$ cat src/rtl/top_pkg.sv
// Shared types and constants for the I2C camera-sensor register-write master.
// Clock stretching in the top is enabled with the macro I2C_CLK_STRETCH_EN.
package top_pkg;

    localparam int I2C_QTR_W = 2;
    localparam int I2C_BIT_W = 3;
    localparam logic [6:0] I2C_SLV_ADDR = 7'h10;

    typedef enum logic [3:0] {
        IDLE, START, ADDR, ACK_A, REG_HI, ACK_H,
        REG_LO, ACK_L, DATA, ACK_D, STOP, DONE
    } i2c_state_t;

    // Open-drain drive {scl_oe, sda_oe} for one quarter of a bit slot.
    function automatic logic [1:0] line_drive(input i2c_state_t st,
                                              input logic [I2C_QTR_W-1:0] qtr,
                                              input logic tx_bit);
        logic scl_low;
        scl_low = (qtr == 2'd0) || (qtr == 2'd3);
        case (st)
            START:                      line_drive = {qtr[1], qtr != 2'd0};
            ADDR, REG_HI, REG_LO, DATA: line_drive = {scl_low, ~tx_bit};
            ACK_A, ACK_H, ACK_L, ACK_D: line_drive = {scl_low, 1'b0};
            STOP:                       line_drive = {qtr == 2'd0, qtr != 2'd3};
            default:                    line_drive = 2'b00;
        endcase
    endfunction

endpackage

$ cat src/rtl/i2c_byte_shifter.sv
// MSB-first byte shift register with its bit counter; 'last' flags the eighth bit.
module i2c_byte_shifter
    import top_pkg::*;
(
    input  logic       clk,
    input  logic       reset,
    input  logic       load,
    input  logic       shift,
    input  logic [7:0] din,
    output logic       msb,
    output logic       last
);

    logic [7:0]           sreg;
    logic [I2C_BIT_W-1:0] bit_cnt;

    always_ff @(posedge clk) begin
        if (reset) begin
            sreg    <= '0;
            bit_cnt <= '0;
        end else if (load) begin
            sreg    <= din;
            bit_cnt <= '0;
        end else if (shift) begin
            sreg    <= {sreg[6:0], 1'b0};
            bit_cnt <= bit_cnt + I2C_BIT_W'(1);
        end
    end

    assign msb  = sreg[7];
    assign last = &bit_cnt;

endmodule

$ cat src/rtl/i2c_reg_wr.sv
// I2C master writing one 8-bit value to a 16-bit sensor register address.
// Define I2C_CLK_STRETCH_EN to let a slave stall the engine by holding SCL low.
module i2c_reg_wr
    import top_pkg::*;
#(
    parameter logic [6:0] SLV_ADDR = I2C_SLV_ADDR
) (
    input  logic        clk,
    input  logic        reset,
    input  logic        strobe_400kHz,
    input  logic        wr_req,
    input  logic [15:0] wr_addr,
    input  logic [7:0]  wr_data,
    output logic        busy,
    output logic        done,
    output logic        nack,
    output logic        scl_oe,
    output logic        sda_oe,
    input  logic        scl_in,
    input  logic        sda_in
);

    i2c_state_t           state;
    logic [I2C_QTR_W-1:0] qtr;
    logic [15:0]          addr_q;
    logic [7:0]           data_q;
    logic                 in_byte, in_ack, stall, step, q3_step;
    logic                 sh_load, sh_shift, sh_msb, sh_last;
    logic [7:0]           sh_din;

    assign in_byte = state inside {ADDR, REG_HI, REG_LO, DATA};
    assign in_ack  = state inside {ACK_A, ACK_H, ACK_L, ACK_D};

`ifdef I2C_CLK_STRETCH_EN
    // A slave holding SCL low while we release it freezes the quarter counter.
    assign stall = (qtr == 2'd2) && !scl_in && (in_byte || in_ack || state == STOP);
`else
    logic unused_scl_in;
    assign unused_scl_in = scl_in;
    assign stall         = 1'b0;
`endif

    assign step     = strobe_400kHz && !stall;
    assign q3_step  = step && (qtr == 2'd3);
    assign sh_shift = q3_step && in_byte;
    assign sh_load  = q3_step && (state == START || in_ack);

    // Byte loaded on leaving START or an ACK slot is the one sent next.
    always_comb begin
        sh_din = data_q;
        case (state)
            START:   sh_din = {SLV_ADDR, 1'b0};
            ACK_A:   sh_din = addr_q[15:8];
            ACK_H:   sh_din = addr_q[7:0];
            default: sh_din = data_q;
        endcase
    end

    i2c_byte_shifter u_shifter (
        .clk   (clk),
        .reset (reset),
        .load  (sh_load),
        .shift (sh_shift),
        .din   (sh_din),
        .msb   (sh_msb),
        .last  (sh_last)
    );

    always_ff @(posedge clk) begin
        if (reset) begin
            state  <= IDLE;
            qtr    <= '0;
            addr_q <= '0;
            data_q <= '0;
            busy   <= 1'b0;
            done   <= 1'b0;
            nack   <= 1'b0;
            scl_oe <= 1'b0;
            sda_oe <= 1'b0;
        end else begin
            done             <= 1'b0;
            {scl_oe, sda_oe} <= line_drive(state, qtr, sh_msb);
            case (state)
                IDLE: begin
                    if (wr_req) begin
                        addr_q <= wr_addr;
                        data_q <= wr_data;
                        nack   <= 1'b0;
                        busy   <= 1'b1;
                        qtr    <= '0;
                        state  <= START;
                    end
                end
                DONE: state <= IDLE;
                default: begin
                    if (step) begin
                        qtr <= qtr + I2C_QTR_W'(1);
                        if (in_ack && qtr == 2'd2 && sda_in)
                            nack <= 1'b1;
                        // A NACK seen at q2 is already visible in nack by q3.
                        if (qtr == 2'd3) begin
                            case (state)
                                START:   state <= ADDR;
                                ADDR:    if (sh_last) state <= ACK_A;
                                ACK_A:   state <= nack ? STOP : REG_HI;
                                REG_HI:  if (sh_last) state <= ACK_H;
                                ACK_H:   state <= nack ? STOP : REG_LO;
                                REG_LO:  if (sh_last) state <= ACK_L;
                                ACK_L:   state <= nack ? STOP : DATA;
                                DATA:    if (sh_last) state <= ACK_D;
                                ACK_D:   state <= STOP;
                                STOP: begin
                                    state <= DONE;
                                    done  <= 1'b1;
                                    busy  <= 1'b0;
                                end
                                default: state <= IDLE;
                            endcase
                        end
                    end
                end
            endcase
        end
    end

endmodule

$ cat config.mk
export PLATFORM = sky130hd
export DESIGN_NAME = i2c_reg_wr
export DESIGN_NICKNAME = d
export VERILOG_FILES = /design/src/rtl/top_pkg.sv /design/src/rtl/i2c_byte_shifter.sv /design/src/rtl/i2c_reg_wr.sv
export SDC_FILE = /design/constraint.sdc
export NUM_CORES = 1
export LEC_CHECK = 0
export ABC_CLOCK_PERIOD_IN_PS = 2460
export CORE_AREA = 3 3 69 71
export CTS_CLUSTER_SIZE = 12
export DETAILED_ROUTE_END_ITERATION = 12
export DIE_AREA = 0 0 72 74
export GPL_ROUTABILITY_DRIVEN = 0
export GPL_TIMING_DRIVEN = 0
export HOLD_SLACK_MARGIN = 0.05
export PLACE_DENSITY = 0.77
export SYNTH_ARGS = -nofsm -noshare
export SYNTH_HDL_FRONTEND = slang
export SYNTH_SLANG_ARGS = --single-unit
$ cat constraint.sdc
create_clock -name clk -period 2.46 [get_ports clk]
set_input_delay 0.246 -clock clk [delete_from_list [all_inputs] [get_ports clk]]
set_output_delay 0.246 -clock clk [all_outputs]
set_load 0.01 [all_outputs]
==> metrics.cfg <==
[synthesis]
synth_seq_cells = 46
synth_flop_cell = dfxtp_1
synth-xor-area-share = 0.003829
synth_top_family_by_area = simple AND/OR/NAND/NOR gates
ys_seq_area_frac = 0.4026
syn-mean-instance-area_um2 = 8.054
syn_inst = 284
synth.area.mux_share = 0.02845
synth-async-reset-ratio = 0
yosys.area_share.simple = 0.2620
synth_cell_types = 50
syn-cell-area_um2 = 2287
synthAdderAreaFrac = 0.03173
synth_compound_area_frac = 0.2161
syn_nets = 319
ys_warn_count = 0
synth-edff-count = 0

[sta]
final.min_clock_period_ps = 1936
fmax_mhz = 516.5
finalSetupViolations = 0
tightest_slew_ps = 523.0
hold-worst-slack_ps = 452.0
maxSlewHeadroom = 0.6513
drv_slew = 0
skew_ps = 6.630
hold_violations = 0
rsz0062_at_grt = false
finalCritPeriodShare = 0.7871
tns_ps = 0

[detailed_routing]
vias = 2127
wire_per_inst_um = 13.92
drc = 0
wirelength_um = 5246
vias_per_cell = 5.642
postRouteAntennaNets = 0
drt_iter0_markers = 199
drt_pre_antenna_iters = 4

[cts]
worstSkewPairLatency_ps = 300
cts-root-buf = clkbuf_8
postCtsSetupBuffers = 0
htreeDepth = 2
cts_resized = 0
cts_tree = done
cts_sinks = 46
cts.clk_slew.worst_paths_ps = 90
postCtsHoldBufs = 0
cts_made_buffers = 5
clk_path_buf_depth = 2

[global_route]
first_global_vias = 1942
grt_max_degree = 14
grt_usage = 0.2159
antenna_found_initial = 0
overflow = 0
grt_pass1_wl_um = 8963

[placement]
port_buffers = 33
place_hpwl_um = 3910
place_area_um2 = 2683

[final_layout]
seq_area_um2 = 920.9
nFillCells = 387
mostFrequentLayoutCells = 61 x nand2_1, 46 x dfxtp_1, 37 x a21oi_1
nets = 359
diodes = 0
syn_to_final_growth_pct = 21.28
stdcell_area_um2 = 2774
final_common_cell = nand2_1
layout-drive-gt1-share = 0.06154
multi_input_area_um2 = 1240

[setup_path]
critical_path_class = flip-flop to flip-flop
cp_top_family = simple AND/OR/NAND/NOR gates
worstPathArrival_ps = 2100
crit_path_end_kind = flip-flop
crit_slowest_cell = dfxtp_1
crit_chain = ha_1 > and2_0 > nand3_1 > clkbuf_1 > a221oi_1 > a311oi_1
start_kind = flip-flop
critPathMaxFanout = 10
required_ps = 2630
cpPeakStageDelay_ps = 400
cp_num_buf_inv = 1

[outcome]
outcome = finished, final reports clean

[run]
cap_violations = 0

[die]
core_um2 = 4294
dieArea_um2 = 5328
rows = 24
die_y_um = 74
die_w_um = 72
ios = 35
start_util = 0.5326

[min_path]
hp-class = flip-flop to flip-flop

[pwr]
powerDensity_nw_per_um2 = 822.8
p_leak_nw = 0.9967
peakVddDrop_uv = 466.5
power_mw = 2.282

## area by class of cell
class	count	share of cell area
sequential	46	0.3320
clock buffer	7	0.03112
timing repair buffer	33	0.1191
multi-input combinational	209	0.4470
inverter	5	0.006766
buffer	24	0.03879
tap	52	0.02346
clock inverter	1	0.001804
## path summary, 6_finish.rpt
check             from                 to  slack [ps]  depth (start not counted)
max reg2reg     qtr[1]  u_shifter.sreg[7]         520                          6
min          data_q[0]          data_q[0]         450                          2
max             qtr[1]  u_shifter.sreg[7]         520                          6
min reg2reg  data_q[0]          data_q[0]         450                          2
## per-stage QoR
step / std cells / worst slack [ps] / util
2_1_floorplan: 284 / 792.2 / -
3_3_place_gp: 369 / 292.3 / 0.6247
3_5_place_dp: 369 / 290.8 / 0.6247
4_1_cts: 377 / 558.3 / 0.6460
5_1_grt: 377 / 312.5 / 0.6460
6_report: 377 / 523.8 / 0.6460
## cell families after synthesis
logic type / Yosys count
AND/OR/NAND/NOR: 119
AO/OA/AOI/OAI: 77
flip-flops: 46
buffers and inverters: 29
multiplexers: 6
adder cells (fa/ha/maj): 6
XOR/XNOR: 1
## cells in the mapped netlist, types with 5 or more instances
library cell,count,area share
mux2i_1,5,0.022
o21ai_0,8,0.018
a31oi_1,5,0.014
nand3b_1,13,0.043
nand3_1,9,0.020
nand2_1,61,0.10
buf_2,8,0.018
nand2b_1,5,0.014
ha_1,5,0.027
nor2b_1,5,0.014
a21boi_0,6,0.020
nor2_1,5,0.0082
dfxtp_1,46,0.40
a21oi_1,37,0.081
inv_1,5,0.0082
clkbuf_1,14,0.023
## flip-flops by register name, summed over array words and instances, names as in the netlist
| register | count |
|---|---|
| busy | 1 |
| sda_oe | 1 |
| u_shifter.bit_cnt | 3 |
| data_q | 8 |
| nack | 1 |
| qtr | 2 |
| state | 4 |
| addr_q | 16 |
| done | 1 |
| scl_oe | 1 |
| u_shifter.sreg | 8 |
## per-layer routing
metal	part of all wire	global-route usage	wire, um	vias up
met5	0	0	0	-
met4	0.027	0.1106	143	0
met3	0.055	0.05000	291	14
met2	0.44	0.3429	2326	70
met1	0.47	0.2762	2485	958
li1	-	-	-	1085
## tightest hold or removal path: stages (launching register included)
cell and delay (ps):
dfxtp_1 310, nand2_1 50, a21oi_1 50
## power by group
| part | internal [mW] | switching (mW) | total [mW] | leakage, nW |
|---|---|---|---|---|
| Sequential | 0.853 | 0.0630 | 0.916 | 0.375 |
| Combinational | 0.376 | 0.515 | 0.890 | 0.573 |
| Clock | 0.227 | 0.250 | 0.477 | 0.0482 |
| Total | 1.45 | 0.828 | 2.28 | 0.997 |
(Power assumes the default switching activity.)
